`config.mk`:
```
export PLATFORM = sky130hd
export DESIGN_NAME = macc_dot_sched
export DESIGN_NICKNAME = d
export VERILOG_FILES = /design/src/rtl/macc_dot_sched.sv
export SDC_FILE = /design/constraint.sdc
export NUM_CORES = 1
export LEC_CHECK = 0
export BUFFER_PORTS_ARGS = -buffer_cell sky130_fd_sc_hd__buf_2
export CAP_MARGIN = 10
export CELL_PAD_IN_SITES_DETAIL_PLACEMENT = 1
export CELL_PAD_IN_SITES_GLOBAL_PLACEMENT = 2
export CORE_MARGIN = 5
export CORE_UTILIZATION = 19
export DETAILED_ROUTE_END_ITERATION = 8
export PLACE_DENSITY = 0.8
export SYNTH_ARGS = -nofsm -noshare
export SYNTH_HDL_FRONTEND = slang
export SYNTH_SLANG_ARGS = --single-unit
```
`constraint.sdc`:
```
create_clock -name clk -period 1.6 [get_ports clk]
set_input_delay 0.16 -clock clk [delete_from_list [all_inputs] [get_ports clk]]
set_output_delay 0.16 -clock clk [all_outputs]
set_load 0.01 [all_outputs]
```
`src/rtl/macc_dot_sched.sv`:
```
// Round-robin scheduler that time-shares one pipelined macc2 between NREQ requesters.
// Each grant runs a full dot product: clear, stream len operand pairs, drain, hand back the sum.
module macc_dot_sched #(
  parameter int NREQ     = 4,
  parameter int SIZEIN   = 16,
  parameter int SIZEOUT  = 40,
  parameter int MACC_LAT = 3,
  parameter int LENW     = 8,
  localparam int IDW     = $clog2(NREQ)
) (
  input  logic                      clk,
  input  logic                      rst_n,
  input  logic [NREQ-1:0]           req,
  input  logic [NREQ*LENW-1:0]      req_len,
  output logic [NREQ-1:0]           gnt,
  input  logic                      op_valid,
  output logic                      op_ready,
  input  logic [SIZEIN-1:0]         op_a,
  input  logic [SIZEIN-1:0]         op_b,
  output logic                      res_valid,
  input  logic                      res_ready,
  output logic signed [SIZEOUT-1:0] res_data,
  output logic                      res_ovf,
  output logic [IDW-1:0]            res_id,
  output logic                      busy,
  output logic                      m_ce,
  output logic                      m_rst,
  output logic [SIZEIN-1:0]         m_a,
  output logic [SIZEIN-1:0]         m_b,
  input  logic signed [SIZEOUT-1:0] m_accum,
  input  logic                      m_ovf
);

  localparam int CW = $clog2(MACC_LAT + 1);
  localparam logic [CW-1:0]  CNT_LAST = CW'(MACC_LAT - 1);
  localparam logic [IDW:0]   NREQ_W   = (IDW + 1)'(NREQ);
  localparam logic [IDW-1:0] ID_LAST  = IDW'(NREQ - 1);

  typedef enum logic [2:0] {S_IDLE, S_CLEAR, S_STREAM, S_DRAIN, S_RESULT} state_t;

  state_t                      state_reg, state_next;
  logic [IDW-1:0]              ptr_reg, id_reg, pick_idx;
  logic                        pick_found;
  logic [LENW-1:0]             len_reg;
  logic [CW-1:0]               cnt_reg;
  logic signed [SIZEOUT-1:0]   res_data_reg;
  logic                        res_ovf_reg;
  logic                        cnt_last;
  logic [LENW-1:0]             len_arr [NREQ];

  for (genvar gi = 0; gi < NREQ; gi++) begin : g_len
    assign len_arr[gi] = req_len[gi*LENW +: LENW];
  end

  assign cnt_last = (cnt_reg == CNT_LAST);

  // Scan from the farthest candidate back to the pointer so the nearest set bit wins.
  always_comb begin
    logic [IDW:0] cand;
    pick_found = 1'b0;
    pick_idx   = '0;
    cand       = '0;
    for (int k = NREQ - 1; k >= 0; k--) begin
      cand = {1'b0, ptr_reg} + (IDW + 1)'(k);
      if (cand >= NREQ_W) cand = cand - NREQ_W;
      if (req[cand[IDW-1:0]]) begin
        pick_found = 1'b1;
        pick_idx   = cand[IDW-1:0];
      end
    end
  end

  always_comb begin
    state_next = state_reg;
    gnt        = '0;
    op_ready   = 1'b0;
    busy       = (state_reg != S_IDLE);
    m_ce       = 1'b0;
    m_rst      = 1'b0;
    m_a        = '0;
    m_b        = '0;
    if (state_reg != S_IDLE) gnt[id_reg] = 1'b1;
    case (state_reg)
      S_IDLE: if (pick_found) state_next = S_CLEAR;
      S_CLEAR: begin
        m_rst = 1'b1;
        m_ce  = 1'b1;
        if (cnt_last) state_next = (len_reg == '0) ? S_DRAIN : S_STREAM;
      end
      S_STREAM: begin
        op_ready = 1'b1;
        if (op_valid) begin
          m_ce = 1'b1;
          m_a  = op_a;
          m_b  = op_b;
          if (len_reg == LENW'(1)) state_next = S_DRAIN;
        end
      end
      S_DRAIN: begin
        m_ce = 1'b1;
        if (cnt_last) state_next = S_RESULT;
      end
      S_RESULT: if (res_ready) state_next = S_IDLE;
      default: state_next = S_IDLE;
    endcase
    // The MACC is held in clear while the scheduler itself is in reset.
    if (!rst_n) begin
      m_rst = 1'b1;
      m_ce  = 1'b0;
      m_a   = '0;
      m_b   = '0;
    end
  end

  always_ff @(posedge clk) begin
    if (!rst_n) begin
      state_reg    <= S_IDLE;
      ptr_reg      <= '0;
      id_reg       <= '0;
      len_reg      <= '0;
      cnt_reg      <= '0;
      res_data_reg <= '0;
      res_ovf_reg  <= 1'b0;
    end else begin
      state_reg <= state_next;
      case (state_reg)
        S_IDLE: if (pick_found) begin
          id_reg      <= pick_idx;
          len_reg     <= len_arr[pick_idx];
          cnt_reg     <= '0;
          res_ovf_reg <= 1'b0;
        end
        S_CLEAR: cnt_reg <= cnt_last ? '0 : cnt_reg + 1'b1;
        S_STREAM: begin
          if (op_valid) len_reg <= len_reg - 1'b1;
          res_ovf_reg <= res_ovf_reg | m_ovf;
        end
        S_DRAIN: begin
          cnt_reg     <= cnt_last ? '0 : cnt_reg + 1'b1;
          res_ovf_reg <= res_ovf_reg | m_ovf;
          if (cnt_last) res_data_reg <= m_accum;
        end
        S_RESULT: if (res_ready) ptr_reg <= (id_reg == ID_LAST) ? '0 : id_reg + 1'b1;
        default: ;
      endcase
    end
  end

  assign res_valid = (state_reg == S_RESULT);
  assign res_data  = res_data_reg;
  assign res_ovf   = res_ovf_reg;
  assign res_id    = id_reg;

endmodule

```
== After elaboration in Yosys (flattened, before gate mapping) ==
Index checks and enable logic that the tools add are counted.

* Memories kept: 0
* Bits in latches: 0
* Output and inout port bits: 84
* RAM bits: 0
* Memory bits (read-only): 0
* Register bits: 58
* Input bits: 113
* Logic and storage cells: 114

* Reductions and logical operators: 16
* Divide/modulo/power cells: 0
* Shift operators: 0
* Add/subtract/negate cells: 10
* Magnitude comparators: 11
* Bitwise gates (word level): 2
* Mux-type cells: 55
* Eq/ne operators: 13
* Multiply operators: 0

{| class="wikitable"
|+ Operator list
! operator !! number
|-
| $mux W16 || 6
|-
| $mux W8 || 4
|-
| $mux W2 || 11
|-
| $mux W3 || 6
|-
| $bmux W8 S2 || 1
|-
| $mux W1 || 16
|-
| $pmux W8 S2 || 1
|-
| $lt A2 B3 Y1 const B || 5
|-
| $pmux W3 S5 || 1
|-
| $ge A3 B3 Y1 const B || 4
|-
| $ne A2 B2 Y1 const B || 5
|-
| $reduce_and A2 Y1 || 5
|-
| $bmux W1 S2 || 4
|-
| $eq A8 B1 Y1 const B || 1
|-
| $logic_not A8 Y1 || 1
|-
| $sub A2 B1 Y2 const B || 4
|-
| $sub A8 B1 Y8 const B || 1
|-
| $add A2 B2 Y3 const B || 2
|-
| $eq A3 B2 Y1 const B || 2
|-
| $reduce_and A6 Y1 || 1
|-
| $reduce_bool A2 Y1 || 3
|-
| $add A2 B1 Y2 const B || 2
|-
| $eq A2 B2 Y1 const B || 2
|-
| $mux W4 || 1
|-
| other kinds (16) || 18
|}

== Longest topological paths before layout ==
* Word-level depth: 15
* Depth in mapped cells: 9
* Depth with buffers taken out: 8

== Worst setup path before layout ==
Ideal clock, no wire load.

* Kind: register -> output
* From: register state_reg[1]
* To: output m_a[0]
* Buffers on the path: 2
* Arrival: 1.668 ns
* Stages on the path, launching flop included: 9
* Path slack: -0.228 ns
* Cells stage by stage: dfxtp_1 inv_2 or3_1 buf_4 clkinv_8 nand2_1 nor2_1 clkbuf_1 and2_1

* Word-level cells in the longest chain between the ends: 3

{| class="wikitable"
|+ Ends and longest elaborated chain
! what !! line !! source
|-
| start: declaration || 41 || <nowiki>state_t state_reg, state_next;</nowiki>
|-
| start signal: assignment || 125 || <nowiki>state_reg <= state_next;</nowiki>
|-
| $eq A3 B2 Y1 || 83 || <nowiki>case (state_reg)</nowiki>
|-
| $mux W16 || 83 ||
|-
| $mux W16 || 107 || <nowiki>if (!rst_n) begin</nowiki>
|-
| end: declaration || 28 || <nowiki>output logic [SIZEIN-1:0] m_a,</nowiki>
|}

No other way between the ends.

== Final worst setup path ==
* From: register state_reg[2]
* To: output m_b[3]

* Word-level cells in the longest chain between the ends: 3

{| class="wikitable"
|+ Ends and longest elaborated chain
! what !! line !! source
|-
| $eq A3 B2 Y1 || 83 ||
|-
| $mux W16 || 83 ||
|-
| $mux W16 || 107 ||
|-
| end: declaration || 29 || <nowiki>output logic [SIZEIN-1:0] m_b,</nowiki>
|}

No other way between the ends.

==> summary.txt <==
status: finished, violations left
failing checks: setup timing
Max Freq: 508 MHz
Pins Over Slew Limit: 0
PnR worst setup slack: -0.368 ns
pwr dens: 766 nW/um2
ranking of synthesized cells by area: dfxtp_1 39%, nand2_1 11%, a21oi_1 9.7%
antenna-violating nets left: 0
Syn Nets: 500
GRT Resource Usage Total: 13.2%
TNS Setup: -12.07 ns
worst-margin pin slew: 0.349 ns
drt first pass iters: 6
wire per inst: 16.8 um
post-synth top area share: 39.4%
Die Footprint: 18100 um2
Final Util: 36.3%
Filler cells: 1825
Port Buf Inserts: 196
antenna violations before repair: 0
register area: 1170 um2
post-DP HPWL: 9.50 mm
endpoint class of the critical path: output pin
Die Ht: 135 um
clock latency at the later pin of the worst-skew pair: 0.33 ns
CTS sink count: 58
chip width: 135 um
largest net degree at the start of global routing: 42
critical path type: reg2out
EDFF count, synth: 0
fraction of registers with async set/reset: 0%
final clock skew: 0.00570 ns
ant diodes: 0
Rel. slew slack: 76.4%
register bit count reported by yosys: 58
Hold Violations, Final: 0
CTS tree: done
CTS buffer count: 9
leakage: 0.00254 uW
std cell rows: 45
Vias/cell: 4.50
Synth cell types: 42
clk buf depth: 2
commonest non-fill, non-tap cell in the layout: buf_2
Top delay family on crit path: simple AND/OR/NAND/NOR gates
crit share post-route: 123%
Max IR drop VDD: 0.000467 V
Starting DRT DRC Count: 105
Seq/Total Area, Yosys: 39.4%
Tmin final: 1.97 ns
Core Region: 15200 um2
startpoint types: flop
hold_buf cts: 0
Ys Warns: 0
Reg clk slew, reported paths: 0.05 ns
mean area per synthesized cell: 7.76 um2
max reg flops: 40
Vias: 3667
area of the multi-input gates: 1940 um2
worst-path fanout max: 16
mapped cell area: 2950 um2
Area Growth Syn to Fin: 87.2%
grt total ovfl: 0
Final nets: 742
Buffers & Inverters on Critical Path: 3
Cells after Synth: 380
first-pass GRT wire length: 19.0 mm
Worst Path Arrival: 1.81 ns
most frequent cells in the layout: 173 x buf_2, 66 x nand2_1, 53 x dfxtp_1
Setup-failing EPs final: 41
DRT Wirelength: 13.7 mm
pre-CTS setup slack: -0.176 ns
RD Place Congestion: 0.788
Largest stage delay, worst path: 0.42 ns
unrepaired setup endpoints after global routing: yes
vias in the first global route: 3841
Top Ports: 197
cells along the critical path: or3_4 -> clkinv_8 -> nand2_4 -> nor2_4 -> clkbuf_16 -> and2_4 -> buf_6
htree depth: 3
Max-Cap Viols: 0
largest area contributor in the netlist: dfxtp_1
Clock Root Buffer: clkbuf_16
drt drc: 0
layout cells sized above 1: 58.1%
slowest cell on the critical path: or3_4
CP Data Required Time: 1.44 ns
initial cell density of the core: 19.4%
Hold Crit Class: in2reg
top_reg_cell synth: dfxtp_1
[cells by family (layout without fill, tap and decap cells)]
kind of cell | after synthesis | after routing | share of synthesized area [%]
buffers and inverters | 34 | 281 | 5.30
AND/OR/NAND/NOR | 171 | 171 | 27.0
AO/OA/AOI/OAI | 87 | 87 | 17.5
flip-flops | 58 | 58 | 39.4
adder cells (fa/ha/maj) | 7 | 7 | 2.97
multiplexers | 19 | 19 | 6.70
XOR/XNOR | 4 | 4 | 1.19
[cells in the mapped netlist, drive strengths merged, types with 2 or more instances]
master / instances
a21oi: 58
a221oi: 2
a22o: 2
a22oi: 3
a31oi: 5
a32o: 2
and2: 35
buf: 4
clkbuf: 18
dfxtp: 58
ha: 7
inv: 11
mux2: 6
mux2i: 13
nand2: 90
nand2b: 3
nand3b: 2
nor2: 20
nor2b: 5
nor3: 10
nor3b: 2
o21ai: 8
or3: 2
or4: 2
xnor2: 3
[metrics by stage]
stage               cells  total power, uW  hold WS (ns)  instance area [um2]
finish                815             4230        0.0582                 5520
global route          815             4430        0.0502                 5520
CTS                   803             4260        0.0420                 5160
detailed placement    778             2110         0.408                 4500
global placement      778             2090         0.402                 4500
floorplan             380             1810         0.296                 3100
[cell type report]
type,instances,share of cell area (%)
inverters,12,1.04
flip-flops and latches,58,21.1
repair buffers,253,32.5
multi-input cells,288,35.2
clock buffers,13,5.07
well taps,188,4.26
clock inverters,3,0.816
[per-layer routing]
layer | up-vias | global-route usage [%] | part of all wire [%]
li1 | 1770 | - | -
met1 | 1740 | 13.2 | 39
met2 | 137 | 24.5 | 51
met3 | 20 | 4.32 | 7.3
met4 | 0 | 6.22 | 2.2
met5 | - | 0 | 0
[worst register-to-register path, cell delays in order, from the launching register on]
cell and delay [ns]:
dfxtp_2 0.33, inv_2 0.05, a22o_1 0.19, a221oi_2 0.30, buf_6 0.21, buf_12 0.12
mux2i_1 0.06, mux2_2 0.28, a21oi_2 0.12
[worst paths after layout]
check                    start      endpoint  slack [ns]  cells past startpoint
hold / removal     m_accum[29]  res_data[29]        0.06                      3
setup reg to reg    ptr_reg[0]    len_reg[7]       -0.12                      8
setup / recovery  state_reg[2]        m_b[3]       -0.37                      7
hold reg to reg    res_data[8]   res_data[8]        0.45                      2
[report_power, final]
group | internal (uW) | switching [uW]
clock | 1370 | 689
combinational | 349 | 317
sequential | 1470 | 27.1
total | 3200 | 1030
[repair_timing]
item / 4_1_cts / 5_1_grt
gates resized for setup: 49 / 47
cloned: 0 / 10
setup buffers: 9 / 5
pin swaps: 5 / 18
endpoints found under the setup margin: 44 / 88
Note: power is estimated with default switching activity, not from simulation.
